==> config.mk <==
export PLATFORM = sky130hd
export DESIGN_NAME = tlp_rx_decoder
export DESIGN_NICKNAME = d
export VERILOG_FILES = /design/src/rtl/tlp_pkg.sv /design/src/rtl/tlp_rx_decoder.sv
export SDC_FILE = /design/constraint.sdc
export NUM_CORES = 1
export LEC_CHECK = 0
export ABC_CLOCK_PERIOD_IN_PS = 3000
export CORE_MARGIN = 3
export CORE_UTILIZATION = 52
export CTS_CLUSTER_DIAMETER = 30
export DETAILED_ROUTE_END_ITERATION = 10
export PLACE_DENSITY = 0.87
export SLEW_MARGIN = 20
export SYNTH_ARGS = -nofsm -noshare
export SYNTH_HDL_FRONTEND = slang
export SYNTH_SLANG_ARGS = --single-unit
==> constraint.sdc <==
create_clock -name pcieClk_in -period 3 [get_ports pcieClk_in]
set_input_delay 0.45 -clock pcieClk_in [delete_from_list [all_inputs] [get_ports pcieClk_in]]
set_output_delay 0.45 -clock pcieClk_in [all_outputs]
set_load 0.005 [all_outputs]
==> src/rtl/tlp_pkg.sv <==
// Shared TLP decode constants, header field positions and decoder state type.
package tlp_pkg;

  // Format/type codes of the two supported request TLPs.
  localparam logic [1:0] FMT_MWR32 = 2'b10;
  localparam logic [1:0] FMT_MRD32 = 2'b00;
  localparam logic [4:0] TYPE_MEM  = 5'b00000;
  localparam logic [9:0] LEN_ONE   = 10'd1;

  // Header DW0 field positions.
  localparam int H0_FMT_HI  = 30;
  localparam int H0_FMT_LO  = 29;
  localparam int H0_TYPE_HI = 28;
  localparam int H0_TYPE_LO = 24;
  localparam int H0_LEN_HI  = 9;
  localparam int H0_LEN_LO  = 0;

  // Header DW1 field positions.
  localparam int H1_REQID_HI = 31;
  localparam int H1_REQID_LO = 16;
  localparam int H1_TAG_HI   = 15;
  localparam int H1_TAG_LO   = 8;
  localparam int H1_BE_HI    = 3;
  localparam int H1_BE_LO    = 0;

  // Header DW2 field positions: dword address starts at bit 2, bit 2 also
  // tells whether the payload DW shares the beat with DW2.
  localparam int H2_ADDR_LO    = 2;
  localparam int H2_ODD_BIT    = 2;
  localparam int H2_LOWADDR_HI = 6;

  typedef enum logic [2:0] {
    ST_IDLE    = 3'd0,
    ST_HDR2    = 3'd1,
    ST_DATA    = 3'd2,
    ST_SKIP    = 3'd3,
    ST_RD_WAIT = 3'd4
  } tlp_state_e;

endpackage

==> src/rtl/tlp_rx_decoder.sv <==
// Host->FPGA TLP receive decoder: turns MWr32/MRd32 single-DW requests into
// BAR0 register write strobes and read requests, discarding everything else.
//
// Handshakes: a receive beat transfers on a rising edge where rxValid_in and
// rxReady_out are both 1; a read request transfers on a rising edge where
// rdValid_out and rdReady_in are both 1, and rd* stay stable until then.
module tlp_rx_decoder
  import tlp_pkg::*;
#(
  parameter int REG_ABITS = 7
) (
  input  logic                 pcieClk_in,
  input  logic                 pcieNReset_in,
  input  logic [63:0]          rxData_in,
  input  logic                 rxSOP_in,
  input  logic                 rxEOP_in,
  input  logic                 rxValid_in,
  output logic                 rxReady_out,
  output logic [REG_ABITS-1:0] wrAddr_out,
  output logic [31:0]          wrData_out,
  output logic [3:0]           wrByteEn_out,
  output logic                 wrValid_out,
  output logic [REG_ABITS-1:0] rdAddr_out,
  output logic [15:0]          rdReqID_out,
  output logic [7:0]           rdTag_out,
  output logic [6:0]           rdLowAddr_out,
  output logic                 rdValid_out,
  input  logic                 rdReady_in,
  output logic [15:0]          dropCount_out,
  output tlp_state_e           dbgState_out
);

  tlp_state_e state_q, state_d;
  logic       ready_en_q;

  // Latched header DW0/DW1 fields of the TLP in flight.
  logic [1:0]  fmt_q;
  logic [4:0]  type_q;
  logic [9:0]  len_q;
  logic [15:0] reqid_q;
  logic [7:0]  tag_q;
  logic [3:0]  be_q;

  logic [REG_ABITS-1:0] pend_addr_q;

  logic                 wr_valid_q;
  logic [REG_ABITS-1:0] wr_addr_q;
  logic [31:0]          wr_data_q;
  logic [3:0]           wr_be_q;

  logic [REG_ABITS-1:0] rd_addr_q;
  logic [15:0]          rd_reqid_q;
  logic [7:0]           rd_tag_q;
  logic [6:0]           rd_low_q;

  logic [15:0] drop_q;

  logic        beat;
  logic [31:0] lo_dw;
  logic [31:0] hi_dw;
  logic        is_mwr;
  logic        is_mrd;

  // FSM control decoded alongside the next state.
  logic latch_hdr;
  logic wr_fire;
  logic wr_sel_hi;
  logic pend_load;
  logic rd_load;
  logic drop_inc;

  assign lo_dw = rxData_in[31:0];
  assign hi_dw = rxData_in[63:32];

  // Ready stays low in reset and until the first clock after release.
  assign rxReady_out = ready_en_q && (state_q != ST_RD_WAIT);
  assign beat        = rxValid_in && rxReady_out;

  assign is_mwr = (fmt_q == FMT_MWR32) && (type_q == TYPE_MEM) && (len_q == LEN_ONE);
  assign is_mrd = (fmt_q == FMT_MRD32) && (type_q == TYPE_MEM) && (len_q == LEN_ONE);

  // State register and the post-reset ready enable.
  always_ff @(posedge pcieClk_in or negedge pcieNReset_in) begin
    if (!pcieNReset_in) begin
      state_q    <= ST_IDLE;
      ready_en_q <= 1'b0;
    end else begin
      state_q    <= state_d;
      ready_en_q <= 1'b1;
    end
  end

  // Next-state and per-beat control decode.
  always_comb begin
    state_d   = state_q;
    latch_hdr = 1'b0;
    wr_fire   = 1'b0;
    wr_sel_hi = 1'b0;
    pend_load = 1'b0;
    rd_load   = 1'b0;
    drop_inc  = 1'b0;
    case (state_q)
      ST_IDLE: begin
        if (beat && rxSOP_in) begin
          latch_hdr = 1'b1;
          state_d   = ST_HDR2;
        end
      end
      ST_HDR2: begin
        if (beat) begin
          if (rxSOP_in) begin
            // Truncated TLP: drop it and restart on the new header.
            drop_inc  = 1'b1;
            latch_hdr = 1'b1;
            state_d   = ST_HDR2;
          end else if (is_mwr) begin
            if (lo_dw[H2_ODD_BIT]) begin
              wr_fire   = 1'b1;
              wr_sel_hi = 1'b1;
              state_d   = ST_IDLE;
            end else begin
              pend_load = 1'b1;
              state_d   = ST_DATA;
            end
          end else if (is_mrd) begin
            rd_load = 1'b1;
            state_d = ST_RD_WAIT;
          end else begin
            drop_inc = 1'b1;
            state_d  = rxEOP_in ? ST_IDLE : ST_SKIP;
          end
        end
      end
      ST_DATA: begin
        if (beat) begin
          if (rxSOP_in) begin
            drop_inc  = 1'b1;
            latch_hdr = 1'b1;
            state_d   = ST_HDR2;
          end else begin
            wr_fire = 1'b1;
            state_d = ST_IDLE;
          end
        end
      end
      ST_SKIP: begin
        if (beat && rxEOP_in) state_d = ST_IDLE;
      end
      ST_RD_WAIT: begin
        if (rdReady_in) state_d = ST_IDLE;
      end
      default: state_d = ST_IDLE;
    endcase
  end

  // Header DW0/DW1 capture and the pending write address for 3-beat writes.
  always_ff @(posedge pcieClk_in or negedge pcieNReset_in) begin
    if (!pcieNReset_in) begin
      fmt_q       <= '0;
      type_q      <= '0;
      len_q       <= '0;
      reqid_q     <= '0;
      tag_q       <= '0;
      be_q        <= '0;
      pend_addr_q <= '0;
    end else begin
      if (latch_hdr) begin
        fmt_q   <= lo_dw[H0_FMT_HI:H0_FMT_LO];
        type_q  <= lo_dw[H0_TYPE_HI:H0_TYPE_LO];
        len_q   <= lo_dw[H0_LEN_HI:H0_LEN_LO];
        reqid_q <= hi_dw[H1_REQID_HI:H1_REQID_LO];
        tag_q   <= hi_dw[H1_TAG_HI:H1_TAG_LO];
        be_q    <= hi_dw[H1_BE_HI:H1_BE_LO];
      end
      if (pend_load) pend_addr_q <= lo_dw[REG_ABITS+1:H2_ADDR_LO];
    end
  end

  // Register write port: one-cycle strobe, fields held until the next write.
  always_ff @(posedge pcieClk_in or negedge pcieNReset_in) begin
    if (!pcieNReset_in) begin
      wr_valid_q <= 1'b0;
      wr_addr_q  <= '0;
      wr_data_q  <= '0;
      wr_be_q    <= '0;
    end else begin
      wr_valid_q <= wr_fire;
      if (wr_fire) begin
        wr_addr_q <= wr_sel_hi ? lo_dw[REG_ABITS+1:H2_ADDR_LO] : pend_addr_q;
        wr_data_q <= wr_sel_hi ? hi_dw : lo_dw;
        wr_be_q   <= be_q;
      end
    end
  end

  // Read request fields, captured at the DW2 beat and held through RD_WAIT.
  always_ff @(posedge pcieClk_in or negedge pcieNReset_in) begin
    if (!pcieNReset_in) begin
      rd_addr_q  <= '0;
      rd_reqid_q <= '0;
      rd_tag_q   <= '0;
      rd_low_q   <= '0;
    end else if (rd_load) begin
      rd_addr_q  <= lo_dw[REG_ABITS+1:H2_ADDR_LO];
      rd_reqid_q <= reqid_q;
      rd_tag_q   <= tag_q;
      rd_low_q   <= lo_dw[H2_LOWADDR_HI:0];
    end
  end

  // Saturating count of discarded TLPs.
  always_ff @(posedge pcieClk_in or negedge pcieNReset_in) begin
    if (!pcieNReset_in) begin
      drop_q <= '0;
    end else if (drop_inc && (drop_q != 16'hFFFF)) begin
      drop_q <= drop_q + 16'd1;
    end
  end

  assign wrValid_out   = wr_valid_q;
  assign wrAddr_out    = wr_addr_q;
  assign wrData_out    = wr_data_q;
  assign wrByteEn_out  = wr_be_q;
  assign rdValid_out   = (state_q == ST_RD_WAIT);
  assign rdAddr_out    = rd_addr_q;
  assign rdReqID_out   = rd_reqid_q;
  assign rdTag_out     = rd_tag_q;
  assign rdLowAddr_out = rd_low_q;
  assign dropCount_out = drop_q;
  assign dbgState_out  = state_q;

endmodule
==> out/qor.txt <==
Area Growth Syn to Fin: 37.18%
Ys flop type: dfrtp_1
Antenna Diode Count: 0
Synthesized flop and latch total: 149
FP Rows: 39
Leakage: 4.122 nW
Die extent in x: 116.0 um
Design Power: 5.970 mW
Reg2Reg Depth: 6
WS Path Type: flip-flop to primary output
Buffers on Ports: 172
Core Area: 0.01161 mm^2
Ports: 173
Critical Path Sink Type: primary output
Initial cell density of the core: 54.16%
Layout Nets: 689
Gr ovfl total: 0
Layout cells sized above 1: 21.66%
Worst-Skew Late Latency: 0.41 ns
CTS clk-pin slew, worst paths: 0.06 ns
CP arrival: 1.84 ns
Most frequent cells in the layout: clkdlybuf4s50_1 (171), dfrtp_1 (149), mux2_2 (87), a22o_1 (38), a21o_1 (37)
Headroom to the max-slew limit: 56.43%
Routed vias/inst: 5.732
Routed length per instance: 20.12 um
VDD IR-drop max: 0.0004513 V
Crit start category: flip-flop
RePlAce Congestion: 0.8392
Fin cells: 771
WP data required: 2.55 ns
Final Hold Vio Count: 0
Hold Path Class: primary input to async pin
Clock Sinks: 149
CTS buffer count: 17
Critical Path Fanout Max: 12
PostCTS Resize Cnt: 0
Post-CTS Setup Repair Bufs: 0
Async set or reset register ratio after synthesis: 100.0%
Setup TNS: 0 ns
Max Cap Viol: 0
Utilization after layout: 74.29%
Clock Skews: 0.007208 ns
Number of flops mapped to enable cells by yosys: 0
Routed Antenna Nets: 0
RSZ-0062 raised after global routing: false
WHS: 0.05352 ns
Vias: 4,419
Post-DP HPWL: 10,590 um
Tightest Pin Transition: 0.6536 ns
Vias in the first global route: 4,807
Syn_area_per_cell: 14.04 um^2
Maximum clock frequency: 435.8 MHz
Synthesis Warnings: 0
TritonCTS clock tree: built
Pre-antenna DRT Iters: 4
Total Wirelength: 15,510 um
Gr usage total: 24.19%
Cell Pwr Density: 691.9 mW/mm^2
Pins Over Slew Limit: 0
Status: finished clean
Commonest non-fill, non-tap cell in the layout: clkdlybuf4s50_1
Synthesized net count: 519
Yosys cell types: 43
Largest net degree at the start of global routing: 73
Final Cycle Share: 76.50%
Die Y: 116.0 um
Part of the Yosys area used for sequential elements: 59.28%
Hold Buf Count CTS: 0
Initial DRC count: 415
First-pass GRT wire length: 24,700 um
Placed cell count: 742
Cell count after synthesis: 448
Post-Syn Area: 0.006290 mm^2
Die area: 0.01345 mm^2
DRC: 0
Initial antenna violation count: 0
Clk buf depth: 2
Final setup violation count: 0
Final min period: 2.295 ns
H-tree lvl count: 4
Root buf cell: clkbuf_16
Filler instances: 730
power by group:
group | internal, mW | switching, mW
Sequential | 2.45 | 0.330
Clock | 1.17 | 0.756
Combinational | 0.845 | 0.426
worst max-delay path: stages, from the launching register on:
cell and delay, ns:
dfrtp_1 0.51, nor3b_1 0.35, clkdlybuf4s50_1 0.57
logic make-up (layout without fill, tap and decap cells):
kind of cell,after synthesis,after routing,share of synthesized area [%]
mux,96,96,17.09
flops,149,149,59.28
compound gates,86,86,11.22
simple gates,69,69,7.281
xor+xnor,13,13,1.810
other cells,1,1,0.05962
buf+inv,33,213,3.063
fa+ha+maj,1,1,0.1989
through the flow:
step                worst slack [ns]  cell area (um^2)
floorplan                      1.155              6290
global placement              0.5017              8098
finish                        0.7051              8628
CTS                           0.7001              8622
detailed placement            0.4535              8098
global route                  0.5696              8628
routing by layer:
metal / track usage [%] / up-vias / part of all wire, % / wire (um)
li1: - / 1976 / - / -
met1: 28.93 / 2252 / 39 / 6034
met2: 40.74 / 172 / 51 / 7933
met3: 8.355 / 19 / 8.4 / 1296
met4: 8.817 / 0 / 1.6 / 248
met5: 0 / - / 0 / 0
path summary, 6_finish.rpt:
kind	from	to	slack, ns
hold reg to reg	wrData_out[20]	wrData_out[20]	0.47
hold / removal	pcieNReset_in	rdReqID_out[14]	0.05
setup reg to reg	dropCount_out[0]	dropCount_out[1]	0.83
setup / recovery	dbgState_out[0]	rdValid_out	0.71
min in group pcieClk_in	wrData_out[20]	wrData_out[20]	0.47
max in group asynchronous	pcieNReset_in	rdLowAddr_out[1]	2.20
layout make-up:
cell class / count / area (um^2) / area share (%)
Sequential cell: 149 / 3729 / 43.21
Multi-Input combinational cell: 266 / 2382 / 27.61
Timing Repair Buffer: 181 / 1803 / 20.90
Clock buffer: 24 / 471.7 / 5.467
Tap cell: 143 / 178.9 / 2.074
Clock inverter: 5 / 52.55 / 0.6090
Inverter: 3 / 11.26 / 0.1305
registers in the layout (all words and copies together) (netlist names), 8 cells and up:
name,count
rdReqID_out,16
tag_q,8
rdTag_out,8
len_q,10
dropCount_out,16
wrData_out,32
reqid_q,16
Yosys cell counts, drive strengths merged (2+ instances only):
library cell	number	area, um^2
a21o	38	285.3
a22o	38	332.8
and2	2	12.51
and3	7	43.79
and3b	2	17.52
buf	26	166.4
clkbuf	4	15.01
dfrtp	149	3729
inv	3	11.26
mux2	91	1025
mux2i	5	50.05
nand2	7	26.28
nand2b	3	18.77
nand3	16	80.08
nand4	6	43.79
nor2	11	53.80
nor2b	3	18.77
nor4	3	46.29
o21ai	6	33.78
or4b	2	27.53
xnor2	12	105.1
Power figures use the tool's default switching activity.
